===== src/rtl/rs232_tx_arbiter.sv =====
// Round-robin arbiter sharing one RS-232 transmitter between N_REQ byte sources.
// Optional macro RS232_ARB_LOCK_EN keeps the grant on one requester until its req_last byte.
module rs232_tx_arbiter #(
    parameter int N_REQ       = 4,
    parameter int DATA_W      = 8,
    parameter int ACK_TIMEOUT = 15,
    localparam int GW         = $clog2(N_REQ)
) (
    input  logic                    clk,
    input  logic                    rst,
    input  logic [N_REQ-1:0]        req_valid,
    input  logic [N_REQ*DATA_W-1:0] req_data,
    input  logic [N_REQ-1:0]        req_last,
    output logic [N_REQ-1:0]        req_ready,
    output logic                    tx_start,
    output logic [DATA_W-1:0]       tx_data,
    input  logic                    tx_busy,
    output logic                    grant_valid,
    output logic [GW-1:0]           grant_id,
    output logic                    tx_err
);

    localparam logic [1:0] S_IDLE      = 2'd0;
    localparam logic [1:0] S_LAUNCH    = 2'd1;
    localparam logic [1:0] S_WAIT_ACK  = 2'd2;
    localparam logic [1:0] S_WAIT_DONE = 2'd3;
    localparam int CW = $clog2(ACK_TIMEOUT + 1);

    logic [1:0]        state_q, state_d;
    logic [GW-1:0]     last_q, last_d;
    logic [GW-1:0]     grant_id_q, grant_id_d;
    logic [DATA_W-1:0] tx_data_q, tx_data_d;
    logic              grant_valid_q, grant_valid_d;
    logic              tx_err_q, tx_err_d;
    logic [CW-1:0]     ack_cnt_q, ack_cnt_d;

    logic [N_REQ-1:0]  eligible;
    logic [N_REQ-1:0]  ready_vec;
    logic              win_found;
    logic [GW-1:0]     win_idx;
    logic [DATA_W-1:0] req_bytes [N_REQ];

    genvar gi;
    generate
        for (gi = 0; gi < N_REQ; gi++) begin : g_bytes
            assign req_bytes[gi] = req_data[gi*DATA_W +: DATA_W];
        end
    endgenerate

`ifdef RS232_ARB_LOCK_EN
    logic          lock_q, lock_d;
    logic [GW-1:0] lock_id_q, lock_id_d;

    // While locked, only the requester that owns the open message may compete.
    generate
        for (gi = 0; gi < N_REQ; gi++) begin : g_elig
            assign eligible[gi] = req_valid[gi] & (~lock_q | (lock_id_q == GW'(gi)));
        end
    endgenerate

    always_ff @(posedge clk) begin
        if (rst) begin
            lock_q    <= 1'b0;
            lock_id_q <= '0;
        end else begin
            lock_q    <= lock_d;
            lock_id_q <= lock_id_d;
        end
    end
`else
    logic unused_req_last;
    assign unused_req_last = ^req_last;
    assign eligible        = req_valid;
`endif

    // Rotating scan starting just after the last served requester.
    always_comb begin
        int            idx;
        logic [GW-1:0] idx_g;
        idx       = 0;
        idx_g     = '0;
        win_found = 1'b0;
        win_idx   = '0;
        for (int k = 1; k <= N_REQ; k++) begin
            idx   = (int'(last_q) + k) % N_REQ;
            idx_g = GW'(idx);
            if (!win_found && eligible[idx_g]) begin
                win_found = 1'b1;
                win_idx   = idx_g;
            end
        end
    end

    always_comb begin
        state_d       = state_q;
        last_d        = last_q;
        grant_id_d    = grant_id_q;
        tx_data_d     = tx_data_q;
        grant_valid_d = grant_valid_q;
        tx_err_d      = tx_err_q;
        ack_cnt_d     = ack_cnt_q;
        ready_vec     = '0;
`ifdef RS232_ARB_LOCK_EN
        lock_d        = lock_q;
        lock_id_d     = lock_id_q;
`endif
        case (state_q)
            S_IDLE: begin
                if (!tx_busy && win_found) begin
                    ready_vec[win_idx] = 1'b1;
                    tx_data_d          = req_bytes[win_idx];
                    grant_id_d         = win_idx;
                    grant_valid_d      = 1'b1;
                    state_d            = S_LAUNCH;
`ifdef RS232_ARB_LOCK_EN
                    lock_d             = ~req_last[win_idx];
                    lock_id_d          = win_idx;
`endif
                end
            end
            S_LAUNCH: begin
                // Counter holds the number of cycles elapsed since tx_start.
                ack_cnt_d = CW'(1);
                state_d   = S_WAIT_ACK;
            end
            S_WAIT_ACK: begin
                if (tx_busy) begin
                    state_d = S_WAIT_DONE;
                end else if (ack_cnt_q >= CW'(ACK_TIMEOUT - 1)) begin
                    tx_err_d      = 1'b1;
                    last_d        = grant_id_q;
                    grant_valid_d = 1'b0;
                    state_d       = S_IDLE;
`ifdef RS232_ARB_LOCK_EN
                    lock_d        = 1'b0;
`endif
                end else begin
                    ack_cnt_d = ack_cnt_q + 1'b1;
                end
            end
            S_WAIT_DONE: begin
                if (!tx_busy) begin
`ifdef RS232_ARB_LOCK_EN
                    if (!lock_q) begin
                        last_d = grant_id_q;
                    end
`else
                    last_d = grant_id_q;
`endif
                    grant_valid_d = 1'b0;
                    state_d       = S_IDLE;
                end
            end
            default: state_d = S_IDLE;
        endcase
    end

    always_ff @(posedge clk) begin
        if (rst) begin
            state_q       <= S_IDLE;
            last_q        <= GW'(N_REQ - 1);
            grant_id_q    <= '0;
            tx_data_q     <= '0;
            grant_valid_q <= 1'b0;
            tx_err_q      <= 1'b0;
            ack_cnt_q     <= '0;
        end else begin
            state_q       <= state_d;
            last_q        <= last_d;
            grant_id_q    <= grant_id_d;
            tx_data_q     <= tx_data_d;
            grant_valid_q <= grant_valid_d;
            tx_err_q      <= tx_err_d;
            ack_cnt_q     <= ack_cnt_d;
        end
    end

    assign req_ready   = rst ? '0 : ready_vec;
    assign tx_start    = (state_q == S_LAUNCH);
    assign tx_data     = tx_data_q;
    assign grant_valid = grant_valid_q;
    assign grant_id    = grant_id_q;
    assign tx_err      = tx_err_q;

endmodule


===== config.mk =====
export PLATFORM = sky130hd
export DESIGN_NAME = rs232_tx_arbiter
export DESIGN_NICKNAME = d
export VERILOG_FILES = /design/src/rtl/rs232_tx_arbiter.sv
export SDC_FILE = /design/constraint.sdc
export NUM_CORES = 1
export LEC_CHECK = 0
export ABC_AREA = 1
export CORE_ASPECT_RATIO = 0.7
export CORE_MARGIN = 2
export CORE_UTILIZATION = 44
export CTS_BUF_LIST = sky130_fd_sc_hd__clkbuf_16
export CTS_CLUSTER_SIZE = 25
export DETAILED_ROUTE_END_ITERATION = 6
export PLACE_DENSITY = 0.8
export SYNTH_ARGS = -nofsm -noshare
export SYNTH_HDL_FRONTEND = slang
export SYNTH_SLANG_ARGS = --single-unit
export TNS_END_PERCENT = 50

===== constraint.sdc =====
create_clock -name clk -period 2.5 [get_ports clk]
set_clock_uncertainty 0.15 [all_clocks]
set_input_delay 0.375 -clock clk [delete_from_list [all_inputs] [get_ports clk]]
set_output_delay 0.375 -clock clk [all_outputs]
set_load 0.005 [all_outputs]

==> results of run 1 <==
cell type report:
| class | instances | share of cell area |
|---|---|---|
| flip-flops and latches | 20 | 0.153 |
| repair buffers | 99 | 0.337 |
| well taps | 50 | 0.0236 |
| inverters | 54 | 0.0803 |
| multi-input cells | 169 | 0.376 |
| clock buffers | 3 | 0.0283 |
| clock inverters | 1 | 0.00142 |
state kept, by name, indices dropped and copies added, names as in the netlist:
name	count
last_q	2
state_q	2
tx_data	8
grant_valid	1
ack_cnt_q	4
tx_err	1
grant_id	2
power groups by stage:
stage | logic [W] | clock network (W) | registers [W]
floorplan | 0.000333 | 0 | 0.000397
global placement | 0.000573 | 0 | 0.000400
detailed placement | 0.000582 | 0 | 0.000401
CTS | 0.000625 | 0.000338 | 0.000396
global route | 0.000736 | 0.000355 | 0.000403
finish | 0.000670 | 0.000333 | 0.000397
timing repair:
| action | 4_1_cts | 5_1_grt |
|---|---|---|
| setup buffers | 13 | 4 |
| gates resized for setup | 33 | 15 |
| pin swaps | 14 | 9 |
| gates cloned | 0 | 1 |
| setup endpoints to repair | 4 | 5 |
| hold endpoints to repair | 0 | 0 |
logic make-up (layout without fill, tap and decap cells):
group	Yosys count	in the layout	synth area share
AO/OA/AOI/OAI	25	25	0.0975
adder cells (fa/ha/maj)	2	2	0.0157
buffers and inverters	62	157	0.165
flip-flops	20	20	0.252
AND/OR/NAND/NOR	142	142	0.470
worst min path at each step:
stage / startpoint / endpoint / slack [ns] / depth (start not counted)
5_1_grt: ack_cnt_q[3]$_SDFFE_PP0P_ / ack_cnt_q[3]$_SDFFE_PP0P_ / 0.36 / 2
6_report: ack_cnt_q[3]$_SDFFE_PP0P_ / ack_cnt_q[3]$_SDFFE_PP0P_ / 0.32 / 2
3_5_place_dp: ack_cnt_q[3]$_SDFFE_PP0P_ / ack_cnt_q[3]$_SDFFE_PP0P_ / 0.31 / 2
4_1_cts: ack_cnt_q[3]$_SDFFE_PP0P_ / ack_cnt_q[3]$_SDFFE_PP0P_ / 0.33 / 2
3_3_place_gp: ack_cnt_q[3]$_SDFFE_PP0P_ / ack_cnt_q[3]$_SDFFE_PP0P_ / 0.30 / 2
2_1_floorplan: ack_cnt_q[3]$_SDFFE_PP0P_ / ack_cnt_q[3]$_SDFFE_PP0P_ / 0.29 / 2
through the flow:
step | instance area [um2] | hold WS, ns
final | 2650 | 0.321
after global routing | 2650 | 0.359
after CTS | 2550 | 0.325
after detailed placement | 2350 | 0.315
after global placement | 2350 | 0.304
after floorplan | 1590 | 0.286
per-layer routing:
layer | share of wire | vias up | global-route usage | wire [um]
li1 | - | 996 | - | -
met2 | 0.48 | 65 | 0.440 | 2420
met1 | 0.44 | 846 | 0.309 | 2210
met3 | 0.065 | 6 | 0.0718 | 327
met5 | 0 | - | 0 | 0
met4 | 0.0090 | 0 | 0.0585 | 45
critical path, stage by stage (launching register included):
cell                      delay, ns
sky130_fd_sc_hd__dfxtp_4       0.36
sky130_fd_sc_hd__buf_12        0.13
sky130_fd_sc_hd__inv_8         0.07
sky130_fd_sc_hd__nand2_2       0.07
sky130_fd_sc_hd__nand2_2       0.09
sky130_fd_sc_hd__nor2_2        0.05
sky130_fd_sc_hd__buf_4         0.13
sky130_fd_sc_hd__buf_4         0.12
sky130_fd_sc_hd__buf_4         0.13
sky130_fd_sc_hd__a21oi_4       0.17
sky130_fd_sc_hd__inv_2         0.09
sky130_fd_sc_hd__nor3_2        0.15
sky130_fd_sc_hd__buf_2         0.13
cells in the final DEF, fill, tap and decap left out, drive strengths merged, types with 2 or more instances in the layout:
cell,instances
nand4,16
clkbuf,4
nand2,68
o211ai,3
dlygate4sd2,4
ha,2
inv,54
buf,47
clkdlybuf4s50,47
and3,2
dfxtp,20
nor2,16
nand3,33
nor3,6
a21oi,8
o21ai,6
o21a,6
==> results.sh, run 1 <==
export IMPL_setup_worst_path_start_class="register"
export IMPL_routed_via_count=1913
export IMPL_global_route_overflow_total=0
export IMPL_cap_viol_max_count=0
export IMPL_detail_route_antenna_nets=0
export IMPL_worst_reg2reg_startpoint="last_q[0]$_SDFFE_PP1P_"
export IMPL_p_clk_frac=0.238
export IMPL_floorplan_initialDensity=0.456
export IMPL_count_of_placed_standard_cells_including_taps=374
export IMPL_post_route_period_util=0.987
export IMPL_grt_pass1_vias=1792
export IMPL_timing_max_transition_violations_final=0
export IMPL_core_area_um2=3490
export IMPL_design_power_total_w=0.00140
export IMPL_fin_cells=396
export IMPL_cts_made_buffers=3
export IMPL_power_per_cell_area_nw_per_um2=529
export IMPL_clkSinkCount=20
export IMPL_nets_in_the_synthesized_netlist=296
export IMPL_achievable_frequency_ghz=0.405
export IMPL_async_set_reset_flop_share_out_of_synthesis=0
export IMPL_timing_setup_tns_ns=0
export IMPL_cp_data_arrival_time_ns=1.94
export IMPL_via_to_cell_ratio=4.83
export IMPL_placement_io_buffers=55
export IMPL_r2r_slack_ns=0.05
export IMPL_internal_power_consumption_w=0.000908
export IMPL_cts_root_buffer_cell="sky130_fd_sc_hd__clkbuf_16"
export IMPL_netSwitchingPower_w=0.000492
export IMPL_global_route_usage_total=0.252
export IMPL_synth_top_cell_by_area="sky130_fd_sc_hd__dfxtp_1"
export IMPL_timing_critical_path_fanout_max=8
export IMPL_yosys_top_cells_area="sky130_fd_sc_hd__dfxtp_1, sky130_fd_sc_hd__nand2_1, sky130_fd_sc_hd__inv_1"
export IMPL_count_of_inserted_antenna_diode_cells=0
export IMPL_final_hold_viol_count=0
export IMPL_design_die_area_um2=4120
export IMPL_hold_buffers=0
export IMPL_seq_area_frac_synth=0.252
export IMPL_power_share_sequential=0.284
export IMPL_crit_path_start="last_q[0]$_SDFFE_PP1P_"
export IMPL_cp_data_required_time_ns=1.98
export IMPL_synth_most_common_cell="sky130_fd_sc_hd__nand2_1"
export IMPL_clk_transition_reported_paths_ns=0.06
export IMPL_count_of_flip_flops_with_a_built_in_enable_after_synthesis=0
export IMPL_cts_path_max_buffers=2
export IMPL_drc=0
export IMPL_run_status="finished clean"
export IMPL_avgSynthCellArea_um2=6.34
export IMPL_clock_tree_from_tritoncts="done"
export IMPL_endpoint_class_of_the_critical_path="output port"
export IMPL_drive_gt1_frac=0.275
export IMPL_worst_slew_pin_slew_ns=0.337
export IMPL_worst_ir_drop_vdd_mv=0.299
export IMPL_hold_path_class="reg -> reg"
export IMPL_fin_util=0.759
export IMPL_ys_seq_elements=20
export IMPL_design_final_nets=392
export IMPL_combPwrFrac=0.478
export IMPL_p_leak_nw=1.35
export IMPL_setup_repair_after_global_routing_missed_its_margin="yes"
export IMPL_core_rowCount=18
export IMPL_synth_warnings=0
export IMPL_synthToLayoutAreaGrowth_pct=66.4
export IMPL_reg2reg_to="grant_id[0]$_SDFFE_PP0P_"
export IMPL_footprint_of_the_flip_flops_and_latches_um2=405
export IMPL_cts_htree_levels=1
export IMPL_layout_min_cycle_time_ns=2.47
export IMPL_finalWirelength_um=5000
export IMPL_worstSetupEndpoint="req_ready[0]"
export IMPL_drt_first_iter_violations=88
export IMPL_slew_limit_headroom=0.774
export IMPL_die_height_um=54.3
export IMPL_wl_per_cell_um=12.6
export IMPL_syn_area_um2=1590
export IMPL_grt_antenna_before_repair=0
export IMPL_worstSetupPathType="reg -> out"
export IMPL_reg2reg_path_depth=20
export IMPL_fill_cells=260
export IMPL_place_hpwl_um=3440
export IMPL_firstDrtPassIters=4
export IMPL_fp_dieW_um=75.9
export IMPL_ys_dominant_reg_cell="sky130_fd_sc_hd__dfxtp_1"
export IMPL_setup_violations_final=0
export IMPL_multi_input_comb_area_um2=996
export IMPL_place_congestion=0.816
export IMPL_floorplan_io_pins=60
export IMPL_yosys_cell_types_count=31
export IMPL_largest_net_degree_at_the_start_of_global_routing=17
export IMPL_fin_ws_ns=0.0313
export IMPL_synthDominantCellAreaShare=0.252
export IMPL_synth_common_cells="sky130_fd_sc_hd__nand2_1, sky130_fd_sc_hd__inv_1, sky130_fd_sc_hd__nand3_1"
export IMPL_clock_latency_ns=0.25
export IMPL_grt_pass1_wl_um=7780
export IMPL_post_place_ws_ns=-0.441
export IMPL_sw_frac_of_total=0.352
export IMPL_synthCells=251
Note: power is estimated with default switching activity, not from simulation.
==> run 2, diff against run 1 <==
CAP_MARGIN = 20   (was unset)
==> results of run 2 <==
The final DEF is identical to that of run 1; final timing and power are the same.
==> RTL edit 1, RTL diff (settings of run 1) <==
Take the reset off `tx_data_q` and load it in a clocked block of its own.
--- a/src/rtl/rs232_tx_arbiter.sv
+++ b/src/rtl/rs232_tx_arbiter.sv
@@ -161,5 +161,4 @@
             last_q        <= GW'(N_REQ - 1);
             grant_id_q    <= '0;
-            tx_data_q     <= '0;
             grant_valid_q <= 1'b0;
             tx_err_q      <= 1'b0;
@@ -169,9 +168,12 @@
             last_q        <= last_d;
             grant_id_q    <= grant_id_d;
-            tx_data_q     <= tx_data_d;
             grant_valid_q <= grant_valid_d;
             tx_err_q      <= tx_err_d;
             ack_cnt_q     <= ack_cnt_d;
         end
+    end
+
+    always_ff @(posedge clk) begin
+        tx_data_q <= tx_data_d;
     end
 
Formal check against the unedited RTL: not equivalent (Yosys sat finds a counterexample within 4 cycles, from zero or initial values and one cycle with rst high).
==> RTL edit 1 against run 1 <==
- worst hold slack worse by 0.012 ns
- critical endpoint is now req_ready[3]
- via count down 4.3%
- setup slack worse by 0.014 ns
- routed wire length down 2.5%
- sequential cell count unchanged
- register-to-register slack better by 0.09 ns
- cell area about the same
- synthesized area up 0.47%
- count of clock-buffer cells in the layout unchanged
- fmax down 0.58%
Power is not compared: it rests on default switching activity, and its combinational part moved more than twofold at a synthesized area within 25%.
==> RTL edit 1: results (changes against run 1) <==
Worst Path Max Fanout=8 (unchanged); first-pass GRT wire length=6.99 mm (-10%); clock network fraction of design power=11.6%; clock group power=~0.00044 W; Initial DRC Count=135 (+53%); DP Cell Count=347 (-7.2%); sequential cell fraction of total power=16.7%; DRT Pass-1 Iters=4 (unchanged); vias in the first global route=1,552 (-13%); most instantiated cells after synthesis=90 x nand2_1, 18 x nand4_1, 15 x inv_1, 12 x dfxtp_1, 10 x nand3_1; CTS buffer count=3 (unchanged); Clk pin slew, worst setup/hold paths=0.06 ns (about the same); switching pwr=0.00170 W; Clock Tree Buf Depth=2 (unchanged); I/O Buffers=55 (unchanged); Area contributors post-synth=nand2_1 21%, dfxtp_1 15%, edfxtp_1 15%; detailed placer's ending HPWL=3.23 mm (-6.2%); Final Non-Filler Cells=364 (-8.1%); Cell Area, Placed=2340 µm² (-0.74%); routability congestion estimate=0.841 (+3.1%); largest net degree at the start of global routing=17 (unchanged); crit-path max cell delay=around 0.37 ns; fillcell total=263 (+1.2%); Most used DFF post-synth=dfxtp_1; WP data arrival=1.96 ns (+0.02 ns); Post-Syn Nets=277 (-6.4%); post-synth cell types=30 (-3.2%); max FFs per register=8 (unchanged); Least-Margin Pin Slew=0.505 ns (+0.168 ns); Max VDD drop=751 µV; share of cells above drive strength 1=27.1% (-0.39 points); GRT Total Usage=21.3% (-3.9 points); number of synthesized flops with an enable pin=8 (+8); H-Tree Depth=1 (unchanged); Seq/Total Area, Yosys=30.0% (+4.9 points); wire length per cell=13.4 µm (+6.1%); syn_area_per_cell=7.04 µm² (+11%); layout net count=365 (-6.9%); Crit path max-delay family=simple AND/OR/NAND/NOR gates; pre-CTS setup slack=-0.427 ns (+0.0143 ns); drt via density=5.03 (+4.1%); status=finished clean
==> RTL edit 1: cell types whose count changed in the layout (fill, tap and decap cells not counted), sizes merged, moves of 8 or more <==
cell           run 1  this run
buf               47        37
nand3             33        13
nand2             68       101
dfxtp             20        12
edfxtp             0         8
inv               54        20
==> RTL edit 1: path summary, 6_finish.rpt <==
kind                  end        start  cells after the start  slack (ns)
max          req_ready[3]    last_q[0]                     13        0.02
min           grant_valid  grant_valid                      2        0.31
max reg2reg    tx_data[0]    last_q[0]                     16        0.14
min reg2reg   grant_valid  grant_valid                      2        0.31
==> RTL edit 1: area by class of cell <==
cell class              count  area (µm²)  area share, %
clock inverters             1        30.0           1.13
multi-input cells         180        1070           40.3
inverters                  21        96.3           3.64
repair buffers             89         833           31.4
clock buffers               3        75.1           2.83
well taps                  50        62.6           2.36
flip-flops and latches     20         485           18.3
==> RTL edit 1: worst reg2reg max path: cells and delay by family, from the launching register on <==
family,cells,cell delay (ns)
and+or+nand+nor,8,0.52
DFF,1,0.37
AOI/OAI and AO/OA,1,0.21
buffers and inverters,7,0.87
==> RTL edit 1: kinds of logic after synthesis <==
family | count (synthesis) | share of synthesized area [%]
AOI/OAI and AO/OA | 21 | 7.90
buffers and inverters | 27 | 8.22
DFF | 20 | 30.0
adders and majority gates | 7 | 5.48
and+or+nand+nor | 152 | 48.4
==> RTL edit 1: what timing repair did <==
action / CTS / global route
setup buffers: 3 / 9
resized for setup: 20 / 31
pin swaps: 9 / 16
setup endpoints to repair: 4 / 4
gates cloned: 0 / 1
==> RTL edit 1: layer usage <==
metal	up-vias	share of wire [%]	track usage (%)
li1	929	-	-
met1	829	45	27.4
met2	66	48	37.2
met3	6	6.8	5.78
met4	0	0.76	3.94
met5	-	0	0
==> RTL edit 2, RTL diff (flow settings as in run 1) <==
Without the edit above. Build with the macro `RS232_ARB_LOCK_EN` defined.
--- a/src/rtl/rs232_tx_arbiter.sv
+++ b/src/rtl/rs232_tx_arbiter.sv
@@ -1,4 +1,6 @@
 // Round-robin arbiter sharing one RS-232 transmitter between N_REQ byte sources.
 // Optional macro RS232_ARB_LOCK_EN keeps the grant on one requester until its req_last byte.
+`define RS232_ARB_LOCK_EN
+
 module rs232_tx_arbiter #(
     parameter int N_REQ       = 4,
Formal check against the unedited RTL: not equivalent (Yosys sat finds a counterexample within 10 cycles, from zero or initial values and one cycle with rst high).
==> RTL edit 2 against run 1 <==
- synthesized area is 3.8% higher
- routed wire length is 2.0% lower
- sequential cell count is 1 higher
- setup slack better by 0.0064 ns
- cell area is 0.85% lower
- synthesized cell count is 6.8% higher
- critical endpoint is now req_ready[3]
- largest cell class unchanged
Power is not compared: it rests on default switching activity, and its combinational part moved more than twofold at a synthesized area within 25%.
==> RTL edit 2: results (changes against run 1) <==
largest net degree at the start of global routing=19 (+2); bufs w/o clock=87 (-12%); DRT Pass-1 Iters=5 (+1); Area contributors post-synth=dfxtp_1 25%, nand2_1 18%, nand3_1 12%; detailed placer's ending HPWL=3.66 mm (+6.4%); most instantiated cells after synthesis=77 x nand2_1, 38 x nand3_1, 36 x inv_1, 21 x dfxtp_1, 14 x nor2_1; vias in the first global route=1,827 (+2.0%); routability congestion estimate=0.832 (+1.9%); Least-Margin Pin Slew=0.309 ns (-0.0279 ns); Cell Area, Placed=2430 µm² (+3.1%); worst r2r dst=lock_q; Fin Hold WS=0.314 ns (-0.00661 ns); CP endpoint=req_ready[3]; layout inverter count without the clock tree=41 (-24%); wire length per cell=12.3 µm (-3.0%); pre-CTS setup slack=-0.469 ns (-0.0285 ns); DP Cell Count=394 (+5.3%); final instance area=2630 µm² (-0.85%); syn_area_per_cell=6.16 µm² (-2.8%); Worst Hold Endpoint=grant_valid; Post-Syn Nets=313 (+5.7%); Die ar.=4270 µm² (+3.5%); fillcell total=309 (+19%); share of cells above drive strength 1=26.3% (-1.2 points); I/O Buffers=59 (+7.3%); R2R depth=15 (-25%); #FFs+latches synth=21 (+5.0%); status=finished clean; Seq/Total Area, Yosys=25.5% (+0.30 points); layout net count=396 (+1.0%)
-- RTL edit 2: cell count changes after synthesis, moves of 4 or more --
cell,change
nand2_2,+6
a21oi_1,+4
nand3b_1,+8
nand3_1,+8
inv_1,-12
nand4_1,-13
nand2_1,+19
-- RTL edit 2: timing repair --
action | in CTS | in global routing
setup endpoints to repair | 4 | 4
pin swaps | 7 | 10
resized for setup | 28 | 27
buffers inserted | 1 | 1
-- RTL edit 2: routing by layer --
layer / part of all wire [%] / up-vias / track usage [%]
li1: - / 1024 / -
met1: 40 / 900 / 26.1
met2: 50 / 82 / 40.2
met3: 8.6 / 7 / 8.17
met4: 1.1 / 0 / 3.32
met5: 0 / - / 0
-- RTL edit 2: power by group through the flow --
stage	registers (W)	logic (W)	clock network (W)
CTS	0.000534	0.00188	0.000343
floorplan	0.000528	0.00120	0
global route	0.000577	0.00218	0.000360
detailed placement	0.000536	0.00181	0
finish	0.000563	0.00195	0.000338
global placement	0.000534	0.00178	0
